<file path="config.mk">
export PLATFORM = sky130hd
export DESIGN_NAME = sample_feeder
export DESIGN_NICKNAME = d
export VERILOG_FILES = /design/src/rtl/sample_feeder.sv
export SDC_FILE = /design/constraint.sdc
export NUM_CORES = 1
export LEC_CHECK = 0
export BUFFER_PORTS_ARGS = -buffer_cell sky130_fd_sc_hd__buf_2
export CELL_PAD_IN_SITES_DETAIL_PLACEMENT = 1
export CELL_PAD_IN_SITES_GLOBAL_PLACEMENT = 1
export CORE_ASPECT_RATIO = 1.1
export CORE_MARGIN = 5
export CORE_UTILIZATION = 51
export CTS_CLUSTER_SIZE = 40
export DETAILED_ROUTE_END_ITERATION = 8
export GPL_TIMING_DRIVEN = 0
export HOLD_SLACK_MARGIN = 0.12
export PLACE_DENSITY_LB_ADDON = 0.1
export SLEW_MARGIN = 15
export SYNTH_ARGS = -nofsm -noshare
export SYNTH_HDL_FRONTEND = slang
export SYNTH_SLANG_ARGS = --single-unit
</file>
<file path="constraint.sdc">
create_clock -name clk -period 4.4 [get_ports clk]
set_input_delay 0.66 -clock clk [delete_from_list [all_inputs] [get_ports clk]]
set_output_delay 0.66 -clock clk [all_outputs]
set_load 0.01 [all_outputs]
</file>
<file path="src/rtl/sample_feeder.sv">
// rtl/sample_feeder.sv - codec sample capture FIFO with data-driven filter triggering
// Optional build macro SAMPLE_FEEDER_MIX_EN: push the L/R average instead of the selected channel.
module sample_feeder #(
  parameter int W          = 24,
  parameter int DEPTH_LOG2 = 3,
  parameter int TIMEOUT    = 8191
) (
  input  logic                  clk,
  input  logic                  reset_n,
  input  logic                  ready,
  input  logic [W-1:0]          l_in,
  input  logic [W-1:0]          r_in,
  input  logic                  chan_sel,
  input  logic                  filter_done,
  output logic [W-1:0]          data_out,
  output logic                  sample_trig,
  output logic [DEPTH_LOG2:0]   fifo_count,
  output logic                  busy,
  output logic                  overflow,
  output logic                  timeout
);

  localparam int DEPTH = 1 << DEPTH_LOG2;
  localparam int CW    = $clog2(TIMEOUT + 1);

  typedef enum logic [1:0] {IDLE, ISSUE, WAIT_DONE} state_t;

  state_t                state_q, state_d;
  logic                  ready_q, ready_d;
  logic [DEPTH_LOG2-1:0] wr_ptr_q, wr_ptr_d, rd_ptr_q, rd_ptr_d;
  logic [DEPTH_LOG2:0]   count_q, count_d;
  logic [W-1:0]          data_q, data_d;
  logic [CW-1:0]         cnt_q, cnt_d;
  logic                  overflow_q, overflow_d;
  logic                  timeout_q, timeout_d;
  logic [W-1:0]          mem_q [DEPTH];

  logic                  push, pop, full, push_ok, cnt_hit;
  logic [W-1:0]          push_data;

`ifdef SAMPLE_FEEDER_MIX_EN
  logic signed [W:0] mix_sum;
  logic              sel_unused;
  assign mix_sum    = $signed({l_in[W-1], l_in}) + $signed({r_in[W-1], r_in});
  assign push_data  = W'(mix_sum >>> 1);
  assign sel_unused = chan_sel;
`else
  assign push_data = chan_sel ? r_in : l_in;
`endif

  assign push    = ready & ~ready_q;
  assign full    = (count_q == (DEPTH_LOG2 + 1)'(DEPTH));
  assign pop     = (state_q == IDLE) && (count_q != '0);
  // A pop in the same cycle frees the slot, so a push on full is still accepted.
  assign push_ok = push && (!full || pop);
  // Comparing the incremented value ends the wait after exactly TIMEOUT cycles.
  assign cnt_hit = ((cnt_q + CW'(1)) == CW'(TIMEOUT));

  always_ff @(posedge clk) begin
    if (!reset_n) state_q <= IDLE;
    else          state_q <= state_d;
  end

  always_comb begin
    state_d = state_q;
    case (state_q)
      IDLE:      if (pop) state_d = ISSUE;
      ISSUE:     state_d = WAIT_DONE;
      WAIT_DONE: if (filter_done || cnt_hit) state_d = IDLE;
      default:   state_d = IDLE;
    endcase
  end

  always_comb begin
    sample_trig = (state_q == ISSUE);
    busy        = (state_q != IDLE);
  end

  always_comb begin
    ready_d    = ready;
    wr_ptr_d   = wr_ptr_q + DEPTH_LOG2'(push_ok);
    rd_ptr_d   = rd_ptr_q + DEPTH_LOG2'(pop);
    count_d    = count_q;
    if (push_ok && !pop)      count_d = count_q + 1'b1;
    else if (!push_ok && pop) count_d = count_q - 1'b1;
    data_d     = pop ? mem_q[rd_ptr_q] : data_q;
    cnt_d      = cnt_q;
    if (state_q == ISSUE)
      cnt_d = '0;
    else if (state_q == WAIT_DONE && !filter_done && !cnt_hit)
      cnt_d = cnt_q + CW'(1);
    overflow_d = overflow_q | (push & full & ~pop);
    // Done wins over a coincident timeout.
    timeout_d  = timeout_q | ((state_q == WAIT_DONE) & ~filter_done & cnt_hit);
  end

  always_ff @(posedge clk) begin
    if (!reset_n) begin
      ready_q    <= 1'b0;
      wr_ptr_q   <= '0;
      rd_ptr_q   <= '0;
      count_q    <= '0;
      data_q     <= '0;
      cnt_q      <= '0;
      overflow_q <= 1'b0;
      timeout_q  <= 1'b0;
    end else begin
      ready_q    <= ready_d;
      wr_ptr_q   <= wr_ptr_d;
      rd_ptr_q   <= rd_ptr_d;
      count_q    <= count_d;
      data_q     <= data_d;
      cnt_q      <= cnt_d;
      overflow_q <= overflow_d;
      timeout_q  <= timeout_d;
    end
  end

  always_ff @(posedge clk) begin
    if (push_ok) mem_q[wr_ptr_q] <= push_data;
  end

  assign data_out   = data_q;
  assign fifo_count = count_q;
  assign overflow   = overflow_q;
  assign timeout    = timeout_q;

endmodule

</file>
Yosys cells after proc, flatten, opt, wreduce, memory -nomap -nowiden:

Memory sizes are Yosys's and may differ from the RTL's. A register that Yosys moved wholly into a read port is not among the register bits.
Index checks and enable logic that the tools add are counted.

* bits in registers: 28
* bits in writable memories: 192
* input port bits: 53
* output and inout port bits: 32
* word-level logic and storage cells: 59
* memories: 1

* add/sub/neg operators: 5
* eq/ne operators: 6
* mux-type cells: 8
* bitwise gates (word level): 11
* reductions and logical operators: 20

Memory list
* mem_q: depth 8, bits a word 24, rd ports 1, clocked after Yosys merged registers in 1, write ports 1, line 36 `logic [W-1:0] mem_q [DEPTH];`

Operators by type and width (number)
* 24-bit two-way mux: 1
* 13-bit by 1-bit adder with 13-bit output, second input constant: 1
* 13-bit == test, second input constant: 1
* 4-bit two-way mux: 2
* 3-bit by 1-bit adder with 3-bit output: 2
* 1-bit logical AND: 6
* 1-bit zero test: 6
* 2-bit case mux with 3 select lines: 1
* 1-bit bitwise AND: 5
* 4-bit by 1-bit adder with 4-bit output, second input constant: 1
* 4-bit == test, second input constant: 1
* 2-bit two-way mux: 2
* 2-bit inequality test, second input constant: 2
* 1-bit NOT: 4
* 2-bit nonzero test: 2
* 4-bit nonzero test: 1
* 4-bit by 1-bit subtractor with 4-bit output, second input constant: 1
* 2-bit by 1-bit == test with 1-bit output, second input constant: 1
* 2-bit == test, second input constant: 1
* 2-bit zero test: 1
* 1-bit logical OR: 2
* 1-bit two-way mux: 2
* 1-bit bitwise OR: 2
* 2-bit AND reduction: 1
* 2-bit OR reduction: 1

Longest topological paths before layout:

Gate-level depths: netlist of run 1.

* depth in word-level cells: 8
* mapped depth: 12
* depth with buffers taken out: 11

Worst setup path before layout of run 1:

No wires, ideal clock.

* path type: reg-to-reg
* start point: reg state_q[0]
* end point: mem mem_q[0][0], enable pin
* library setup time: 0.435 ns
* arrival: 2.693 ns
* required time: 3.965 ns
* path slack: 1.272 ns
* stages on the path, launching flop included: 6
* path buffers: 0
* period minus slack after synthesis: 3.128 ns
* path through: dfxtp_1 > or2_1 > nand3_1 > and3b_1 > nand2b_1 > nor3_1

* word-level cells in the longest chain between the ends: 6

RTL lines
* start, declared: line 28 `state_t state_q, state_d;`
* start signal, assigned: line 61 `else state_q <= state_d;`
* 2-bit zero test: line 53 `assign pop = (state_q == IDLE) && (count_q != '0);`
* 1-bit logical AND: line 53
* 1-bit logical OR: line 55 `assign push_ok = push && (!full || pop);`
* 1-bit logical AND: line 55
* 1-bit two-way mux: line 120 `if (push_ok) mem_q[wr_ptr_q] <= push_data;`
* 1-bit two-way mux (implied by the code): line 120
* end, declared: line 36

No other way between the ends.

Worst setup path after layout of run 1:

* start point: reg count_q[0] (netlist: fifo_count[0])
* end point: reg count_q[3] (netlist: fifo_count[3])

* word-level cells in the longest chain between the ends: 7
* elaborated cells on any way between the ends: 15
* those cells by class: add/sub: 2; eq/ne: 1; mux: 2; reduce/logical: 10

RTL lines
* start, declared: line 31 `logic [DEPTH_LOG2:0] count_q, count_d;`
* start signal, assigned: line 111 `count_q <= count_d;`
* branches (longest 7 deep; another with 4-bit by 1-bit subtractor with 4-bit output)

Parallel ways; which one is timed is not known. The select of a mux whose other input is x is not followed.
A chain may end at the register's enable or synchronous reset.

==> flow_summary_export.csv, run 1 <==
group,metric,value,unit
timing,worst_slack,0.979,ns
drt,drt_iter0_drc,434,
synth,yosysTopAreaCell,"edfxtp_1",
critical_path,cp_max_fo,10,
critical_path,reg2reg_slack,0.98,ns
critical_path,worstReg2RegEnd,"fifo_count[3]$_SDFFE_PN0P_",
critical_path,critPathMaxStageDelay,0.61,ns
synth,synth_cell_types,53,
synth,synth_area_leaders,"edfxtp_1, mux4_2, dfxtp_1",
min_path,holdPathStages,2,
pwr,seqPwrFrac,43.6,%
timing,tightest_slew,1.14,ns
drt,routed_via_density,5.85,
clocking,clk_path_buf_depth,3,
clocking,cts-root-buf,"clkbuf_16",
placement,dp_hpwl,15400,um
critical_path,crit_path_cell_trace,"nor3_1 -> a21oi_1 -> clkbuf_1 -> inv_1 -> ha_1 -> inv_1 -> ha_1 -> a21o_1 -> a21oi_1 -> xnor2_1 -> or3_1 -> a21boi_1",
drt,num_vias,5634,
pwr,p_sw_share,28.5,%
critical_path,endpoint_kind,"flop",
layout,layout-drive-gt1-share,32.4,%
layout,final_area,0.0117,sq mm
layout,antenna-diode-count,0,
critical_path,worst_ep_arrival_time,3.88,ns
floorplan,io_pins,85,
clocking,clock-sinks,244,
drt,totalWireLength,23800,um
synth,avgSynthCellArea,17.3,sq um
pwr,switchingPower,1.81,mW
critical_path,r2r_cells,12,
layout,multi_input_area,0.00301,sq mm
grt,grt_pass1_wl,36500,um
timing,finalCriticalPeriod,3.42,ns
synth,synth_nets,636,
grt,grt_antenna_before_repair,0,
synth,yosysMostFrequentCell,"edfxtp_1",
pwr,power.total,6.34,mW
placement,postPlaceCellArea,0.0109,sq mm
floorplan,row_count,53,
clocking,clk_latency,0.53,ns
floorplan,die_y,156,um
timing,setup_viol,0,
min_path,hp-class,"input port to flop",
placement,place.port_buffers,83,
drt,ant_nets,0,
synth,yosys_register_bits,244,
drt,firstDrtPassIters,5,
synth,syn_area,0.00992,sq mm
synth,yosys-top-cells-count,"edfxtp_1, dfxtp_1, mux4_2, nand2_1, mux2i_1",
floorplan,core_area,0.0192,sq mm
pwr,irDropWorstVdd,365,uV
synth,yosys_most_used_dff,"edfxtp_1",
clocking,numCtsBuffers,26,
pwr,p_clk_share,33.5,%
floorplan,start_util,51.8,%
synth,ys_seq_area_share,68.6,%
drt,drc,0,
synth,synth_top_area_share,58.1,%
layout,final_nets,759,
outcome,outcome,"finished, final reports clean",
layout,syn_to_final_growth,18.3,%
synth,synthCells,573,
timing,fmax,292,MHz
critical_path,required,4.86,ns
timing,grt_setup_unrepaired,"no",
clocking,cts_setup_buffers,0,
timing,fin_crit_sh,77.7,%
timing,slew_violations,0,
placement,dp_cells,915,
grt,grt_pass1_vias,6121,
clocking,hold_buffers,0,
clocking,cts_tree,"yes",
critical_path,worstReg2RegStart,"fifo_count[0]$_SDFFE_PN0P_",
layout,seq_area,0.00681,sq mm
layout,fin_cells,963,
clocking,clk_pin_slew_worst_paths,0.06,ns
synth,yosysWarnings,0,
min_path,min_to,"ready_q$_SDFF_PN0_",
clocking,htreeDepth,1,
pwr,p_leak,4.21,nW
critical_path,worstSetupPathType,"flop to flop",
placement,dp_slack,1.03,ns
grt,grt_max_degree,19,
grt,grt_usage,21.8,%
pwr,intPower,4.54,mW
critical_path,slowest_stage,"clkbuf_1",
floorplan,die_w,143,um
floorplan,die-area,0.0224,sq mm
timing,hold_viol,0,
grt,gr-total-overflow,0,
pwr,p_per_area,540,mW/mm^2
job,cap_viol_max_count,0,
pwr,combPwrFrac,22.9,%
min_path,holdCritStartpoint,"ready",
drt,post_drt_wl_per_cell,24.7,um
critical_path,start_kind,"flop",
placement,gp_congestion,0.797,
synth,synth_edf_count,192,
timing,slew_headroom,24.0,%
clocking,cts_resized,0,
timing,finalClockSkew,0.00900,ns
synth,async_flop_share,0,%
layout,fillCellCount,1761,
how the worst max path moves through the flow:
stage	cells after the start	endpoint	slack, ns	startpoint
floorplan	5	mem_q[0][0]$_DFFE_PP_	1.27	state_q[0]$_SDFFE_PN0P_
global placement	4	mem_q[0][3]$_DFFE_PP_	-0.71	ready
detailed placement	12	fifo_count[3]$_SDFFE_PN0P_	1.03	fifo_count[0]$_SDFFE_PN0P_
CTS	12	fifo_count[3]$_SDFFE_PN0P_	0.95	fifo_count[0]$_SDFFE_PN0P_
global route	12	fifo_count[3]$_SDFFE_PN0P_	0.74	fifo_count[0]$_SDFFE_PN0P_
finish	12	fifo_count[3]$_SDFFE_PN0P_	0.98	fifo_count[0]$_SDFFE_PN0P_
critical path, delay by kind of cell (launching register included):
family | cells | cell delay, ns
fa+ha+maj | 2 | 0.50
buf+inv | 3 | 0.84
flops | 1 | 0.44
compound gates | 4 | 1.05
xor+xnor | 1 | 0.09
simple gates | 2 | 0.44
final cells by class:
type                            instances  area share (%)
Sequential cell                       244            58.0
Inverter                                7           0.224
Clock inverter                         17            1.15
Tap cell                              247            2.63
Clock buffer                           31            5.88
Timing Repair Buffer                   95            5.33
Multi-Input combinational cell        292            25.6
Buffer                                 30            1.17
cells in the final DEF, fill, tap and decap left out, types with 7 or more instances in the layout:
cell type  count
xnor2_1        8
nand2b_1       7
mux4_2        48
clkbuf_16     27
clkbuf_1      22
clkinv_1       7
inv_1          7
buf_4          7
nor3_1         7
dfxtp_1       52
edfxtp_1     192
mux2_2        24
buf_2         88
nand2_1       38
o211a_1       24
ha_1           9
mux2i_1       25
nor2_1        15
and2_1        13
routing by layer:
metal	vias to the layer above	global-route usage (%)	wire [um]
li1	2489	-	-
met1	2944	29.0	9890
met2	160	37.5	12300
met3	41	3.27	1140
met4	0	6.02	521
met5	-	0	0
power by group through the flow:
stage | Clock [mW] | Combinational, mW | Sequential, mW
final | 2.12 | 1.45 | 2.77
after global routing | 2.26 | 1.59 | 2.78
after CTS | 2.16 | 1.48 | 2.77
after detailed placement | 0 | 1.46 | 2.81
after global placement | 0 | 1.39 | 2.80
after floorplan | 0 | 0.917 | 2.84
cells by family after synthesis:
family / count (synthesis) / share of synthesized area (%)
XOR/XNOR: 14 / 1.24
AO/OA/AOI/OAI: 50 / 4.55
buffers and inverters: 37 / 1.65
multiplexers: 97 / 16.1
adder cells (fa/ha/maj): 10 / 1.34
flip-flops: 244 / 68.6
AND/OR/NAND/NOR: 121 / 6.51
registers in the layout, summed over array words and instances (netlist names):
| register | flops |
|---|---|
| cnt_q | 13 |
| wr_ptr_q | 3 |
| data_out | 24 |
| rd_ptr_q | 3 |
| ready_q | 1 |
| state_q | 2 |
| overflow | 1 |
| fifo_count | 4 |
| mem_q | 192 |
| timeout | 1 |
stage by stage:
stage / TNS [ns] / util, % / hold WS, ns
floorplan: 0 / - / 0.495
global placement: -33.73 / 55.6 / 0.441
detailed placement: 0 / 56.9 / 0.458
CTS: 0 / 61.3 / 0.345
global route: 0 / 61.3 / 0.368
finish: 0 / 61.3 / 0.362
Power figures use the tool's default switching activity.
==> run 2, diff against run 1 <==
Settings changed: ABC_AREA from default to 1, CORE_UTILIZATION 51 to 48.
Clock period 4.4 ns to 3.38 ns, I/O delays scaled along.
==> run 2 against run 1 <==
Sequential share of layout area decreased by 0.91 points. Power grew 40%. First-iteration DRC count increased by 10%. Via count up 25%. Critical endpoint is now mem_q[0][19]$_DFFE_PP_. Highest routed layer unchanged.
==> flow_summary_export.csv, run 2 <==
group,metric,value,unit
outcome,outcome,"finished, final reports clean",
layout,largest_reg_flops,192,
placement,place.port_buffers,83,
floorplan,die-area,0.0240,sq mm
floorplan,die_y,162,um
drt,routed_via_density,5.76,
critical_path,crit_path_cell_trace,"inv_1 -> nand2_1 -> nor2_1 -> a21oi_2 -> nor4_1 -> nor2_1 -> nand2_1 -> nor2_4 -> buf_16",
drt,totalWireLength,28400,um
timing,slew_headroom,37.6,%
clocking,cts_setup_buffers,0,
pwr,irDropWorstVdd,492,uV
synth,yosys-top-cells-count,"edfxtp_1, o21ai_0, a21oi_1, inv_1, nand2_1",
clocking,clk_path_buf_depth,3,
synth,avgSynthCellArea,12.1,sq um
clocking,hold_buffers,0,
placement,dp_hpwl,18900,um
drt,drt_iter0_drc,478,
placement,postPlaceCellArea,0.0111,sq mm
grt,grt_antenna_before_repair,0,
timing,hold_viol,0,
synth,synth_edf_count,192,
critical_path,worst_ep_arrival_time,3.21,ns
layout,largest-register,"mem_q",
layout,antenna-diode-count,0,
critical_path,start_kind,"flop",
timing,grt_setup_unrepaired,"no",
grt,gr-total-overflow,0,
floorplan,io_pins,85,
placement,gp_congestion,0.782,
grt,grt_usage,23.4,%
timing,finalClockSkew,0.0128,ns
timing,tightest_slew,0.937,ns
timing,finalCriticalPeriod,2.98,ns
layout,utilization,57.8,%
synth,synthCells,831,
drt,ant_nets,0,
layout,final_cell_mix,"edfxtp_1, o21ai_0, a21oi_1, buf_2, inv_1",
layout,final_nets,1013,
floorplan,core_area,0.0206,sq mm
synth,synth_top_area_share,57.2,%
clocking,htreeDepth,1,
clocking,cts_tree,"yes",
synth,synth_cell_types,29,
timing,fin_crit_sh,88.2,%
synth,syn_area,0.0101,sq mm
floorplan,die_w,148,um
floorplan,start_util,48.8,%
critical_path,worstSetupPathType,"flop to flop",
synth,yosysWarnings,0,
grt,grt_pass1_vias,7701,
layout,final_common_cell,"edfxtp_1",
timing,fmax,335,MHz
clocking,numCtsBuffers,26,
synth,yosys_most_used_dff,"edfxtp_1",
synth,yosys_register_bits,244,
critical_path,endpoint_kind,"flop",
drt,num_vias,7065,
clocking,clk_pin_slew_worst_paths,0.06,ns
pwr,power.total,8.88,mW
timing,setup_viol,0,
layout,fillCellCount,2120,
synth,synth_area_leaders,"edfxtp_1, dfxtp_1, o21ai_0",
grt,grt_max_degree,18,
synth,synth_nets,894,
critical_path,required,3.61,ns
synth,ys_seq_area_share,67.5,%
critical_path,slowest_stage,"nor2_4",
synth,yosysMostFrequentCell,"edfxtp_1",
layout,final_area,0.0119,sq mm
grt,grt_pass1_wl,43400,um
clocking,clock-sinks,244,
pwr,p_per_area,744,mW/mm^2
job,cap_viol_max_count,0,
synth,async_flop_share,0,%
drt,drc,0,
min_path,hp-class,"input port to flop",
clocking,clk_latency,0.53,ns
clocking,cts_resized,0,
layout,syn_to_final_growth,18.3,%
pwr,p_leak,4.31,nW
critical_path,critPathMaxStageDelay,0.60,ns
floorplan,row_count,55,
drt,firstDrtPassIters,5,
layout,layout-drive-gt1-share,18.5,%
synth,yosysTopAreaCell,"edfxtp_1",
clocking,cts-root-buf,"clkbuf_16",
drt,post_drt_wl_per_cell,23.2,um
critical_path,cp_max_fo,13,
timing,fin_tns_setup,0,ns
timing,slew_violations,0,
[run 2: where the power goes]
| part | switching, mW | internal, mW | leakage [nW] |
|---|---|---|---|
| clock | 1.13 | 1.66 | 0.412 |
| sequential | 0.125 | 3.50 | 2.17 |
| combinational | 1.68 | 0.778 | 1.74 |
[run 2: area by class of cell]
type | count | area, sq um | area share [%]
plain buffers | 46 | 199 | 1.67
clock buffers | 42 | 790 | 6.62
clock inverters | 6 | 50.0 | 0.420
inverters | 84 | 315 | 2.64
multi-input cells | 457 | 2830 | 23.7
flip-flops and latches | 244 | 6810 | 57.1
well taps | 256 | 320 | 2.69
repair buffers | 91 | 621 | 5.20
[run 2: metal layers]
| layer | global-route usage (%) | wire length [um] | up-vias |
|---|---|---|---|
| met1 | 28.6 | 11700 | 3612 |
| met5 | 0 | 0 | - |
| met2 | 43.6 | 14700 | 185 |
| met4 | 5.59 | 568 | 0 |
| met3 | 3.52 | 1400 | 49 |
| li1 | - | - | 3219 |
[run 2: final timing paths]
check / startpoint / end / slack (ns) / depth (start not counted)
min: ready / ready_q$_SDFF_PN0_ / 0.20 / 3
max: fifo_count[0]$_SDFFE_PN0P_ / mem_q[0][19]$_DFFE_PP_ / 0.40 / 9
min reg2reg: overflow$_SDFF_PN0_ / overflow$_SDFF_PN0_ / 0.44 / 2
max reg2reg: fifo_count[0]$_SDFFE_PN0P_ / mem_q[0][19]$_DFFE_PP_ / 0.40 / 9
[run 2: metrics by stage]
| stage | worst slack [ns] | hold WS [ns] | cells |
|---|---|---|---|
| 6_report | 0.398 | 0.203 | 1226 |
| 5_1_grt | 0.0871 | 0.222 | 1226 |
| 4_1_cts | 0.109 | 0.187 | 1226 |
| 3_5_place_dp | 0.138 | 0.438 | 1178 |
| 3_3_place_gp | -1.02 | 0.436 | 1170 |
| 2_1_floorplan | 0.628 | 0.437 | 831 |
[run 2: kinds of logic after synthesis]
logic type      share of synthesized area (%)
buf+inv                                  5.10
compound gates                           12.6
simple gates                             5.62
xor+xnor                                0.434
flops                                    67.5
mux                                      7.45
fa+ha+maj                                1.32
[run 2: critical path, delay by kind of cell (launching register included)]
| kind | cells | cell delay [ns] |
|---|---|---|
| compound gates | 1 | 0.36 |
| buf+inv | 2 | 0.32 |
| simple gates | 6 | 1.60 |
| flops | 1 | 0.39 |
==> run 3, diff against run 2 <==
Settings changed: CELL_PAD_IN_SITES_DETAIL_PLACEMENT 1 to 0, CELL_PAD_IN_SITES_GLOBAL_PLACEMENT 1 to 2, CORE_UTILIZATION 48 to 41.
==> run 3 against run 2 <==
Critical endpoint is now fifo_count[3]$_SDFFE_PN0P_. Routed wire length decreased by 6.5%. Via count decreased by 4.6%. Worst setup slack better by 0.13 ns. Cell area rose by 0.49%. First-iteration DRC count decreased by 1.7%. Utilization decreased by 8.5 points. Non-clock buffer count is the same. Sequential power about the same. Final cell count increased by 4.4%. Count of clock-buffer cells in the layout shrank 5. Fmax up 4.4%.
==> flow_summary_export.csv, run 3 (same netlist as run 2, synthesis figures left out) <==
group,metric,value,unit
layout,largest_reg_flops,192,
drt,firstDrtPassIters,5,
layout,fillCellCount,2195,
timing,timing.hold.ws,0.192,ns
pwr,p_sw_share,32.3,%
floorplan,core_area,0.0243,sq mm
critical_path,required,3.80,ns
critical_path,r2r_cells,17,
pwr,irDropWorstVdd,425,uV
grt,use_met2,31.5,%
layout,final_nets,1013,
grt,grt_pass1_wl,39900,um
critical_path,crit_end,"fifo_count[3]$_SDFFE_PN0P_",
placement,gp_congestion,0.766,
grt,grt_usage,18.5,%
critical_path,worstSetupPathType,"flop to flop",
grt,top_usage_layer,"met2",
timing,slew_violations,0,
placement,postPlaceCellArea,0.0111,sq mm
pwr,combPwrFrac,27.1,%
outcome,outcome,"finished, final reports clean",
drt,num_vias,6742,
clocking,clk_path_buf_depth,3,
clocking,htreeDepth,1,
pwr,p_leak,4.31,nW
clocking,cts_tree,"yes",
layout,final_cell_mix,"edfxtp_1, o21ai_0, a21oi_1, buf_2, inv_1",
pwr,seqPwrFrac,40.7,%
critical_path,endpoint_kind,"flop",
timing,slew_headroom,38.8,%
critical_path,crit_start,"fifo_count[0]$_SDFFE_PN0P_",
clocking,hold_buffers,0,
grt,grt_pass1_vias,6764,
drt,totalWireLength,26600,um
layout,multi_input_area,0.00283,sq mm
timing,finalClockSkew,0.0216,ns
layout,seq_area,0.00681,sq mm
critical_path,slowest_stage,"dfxtp_1",
min_path,holdCritStartpoint,"ready",
clocking,clk_pin_slew_worst_paths,0.06,ns
timing,fin_crit_sh,84.5,%
layout,largest-register,"mem_q",
pwr,switchingPower,2.87,mW
job,cap_viol_max_count,0,
layout,antenna-diode-count,0,
clocking,clock-sinks,244,
critical_path,start_kind,"flop",
drt,routed_via_density,5.27,
grt,gr-usage-met3,2.56,%
critical_path,worstReg2RegStart,"fifo_count[0]$_SDFFE_PN0P_",
drt,ant_nets,0,
layout,fin_cells,1280,
pwr,p_clk_share,32.2,%
floorplan,start_util,41.5,%
grt,gr-total-overflow,0,
placement,place.port_buffers,83,
placement,dp_hpwl,17200,um
critical_path,worst_path_most_repeated_cell,"nand2_1",
critical_path,reg2reg_slack,0.52,ns
critical_path,worstReg2RegEnd,"fifo_count[3]$_SDFFE_PN0P_",
clocking,numCtsBuffers,26,
pwr,intPower,6.01,mW
critical_path,critPathMaxStageDelay,0.39,ns
critical_path,worst_ep_arrival_time,3.28,ns
critical_path,cp_max_fo,10,
clocking,cts-root-buf,"clkbuf_16",
timing,setup_viol,0,
drt,drt_iter0_drc,470,
timing,fmax,350,MHz
timing,grt_setup_unrepaired,"no",
timing,hold_viol,0,
floorplan,row_count,60,
grt,grtUsageMet1,25.1,%
drt,post_drt_wl_per_cell,20.8,um
layout,layout-drive-gt1-share,18.5,%
drt,drc,0,
placement,dp_cells,1232,
min_path,hp-class,"input port to flop",
floorplan,die-area,0.0278,sq mm
timing,finalCriticalPeriod,2.86,ns
floorplan,die_y,174,um
floorplan,die_w,160,um
critical_path,crit_path_cell_trace,"inv_1 -> nand2_1 -> nor2_1 -> a21oi_2 -> clkbuf_2 -> inv_1 -> ha_1 -> inv_1 -> ha_1 -> nand2_1 -> nand2_1 -> a21oi_1 -> nor2_1 -> nor2_1 -> nand2_1 -> o21ai_0 -> a21oi_1",
clocking,clk_latency,0.53,ns
layout,final_common_cell,"edfxtp_1",
pwr,p_per_area,741,mW/mm^2
pwr,power.total,8.88,mW
timing,tightest_slew,0.919,ns
floorplan,io_pins,85,
clocking,cts_setup_buffers,0,
layout,syn_to_final_growth,18.9,%
grt,grt_max_degree,20,
grt,grt_antenna_before_repair,0,
layout,final_area,0.0120,sq mm
run 3: power by group through the flow:
| stage | Clock (mW) | Combinational (mW) | Sequential [mW] |
|---|---|---|---|
| after floorplan | 0 | 1.41 | 3.72 |
| after global placement | 0 | 2.36 | 3.67 |
| after detailed placement | 0 | 2.43 | 3.68 |
| after CTS | 2.91 | 2.45 | 3.62 |
| after global routing | 3.04 | 2.68 | 3.63 |
| final | 2.86 | 2.41 | 3.61 |
run 3: how the worst min path moves through the flow:
stage          slack (ns)  cells after the start                     end
4_1_cts              0.18                      3      ready_q$_SDFF_PN0_
5_1_grt              0.20                      3      ready_q$_SDFF_PN0_
2_1_floorplan        0.44                      2  cnt_q[12]$_SDFFE_PP0P_
6_report             0.19                      3      ready_q$_SDFF_PN0_
3_5_place_dp         0.45                      2     overflow$_SDFF_PN0_
3_3_place_gp         0.44                      2     overflow$_SDFF_PN0_
run 3: worst max-delay path: cells and delay by family, from the launching register on:
| kind | cells | cell delay (ns) |
|---|---|---|
| DFF | 1 | 0.39 |
| adders and majority gates | 2 | 0.48 |
| and+or+nand+nor | 7 | 0.46 |
| buffers and inverters | 4 | 0.68 |
| AOI/OAI and AO/OA | 4 | 0.72 |
run 3: area by class of cell:
cell class	instances	area share, %
inverters	84	2.63
clock inverters	11	1.05
clock buffers	37	6.12
flip-flops and latches	244	56.8
repair buffers	91	4.93
multi-input cells	457	23.6
well taps	310	3.24
plain buffers	46	1.67
run 3: repair_timing:
| action | 4_1_cts | 5_1_grt |
|---|---|---|
| resized for setup | 1 | 1 |
| pin swaps | 0 | 0 |
| endpoints found under the setup margin | 1 | 1 |
| endpoints found under the hold margin | 0 | 0 |
run 3: layer usage:
layer | vias to the layer above | routed length, um
li1 | 3222 | -
met3 | 42 | 1270
met1 | 3315 | 11600
met5 | - | 0
met2 | 163 | 13200
met4 | 0 | 518
run 3: per-stage QoR:
stage	setup TNS, ns	worst slack (ns)	utilization [%]
floorplan	0	0.628	-
global placement	-213.80	-1.33	44.8
detailed placement	0	0.00754	45.7
CTS	0	0.233	49.3
global route	0	0.195	49.3
finish	0	0.524	49.3
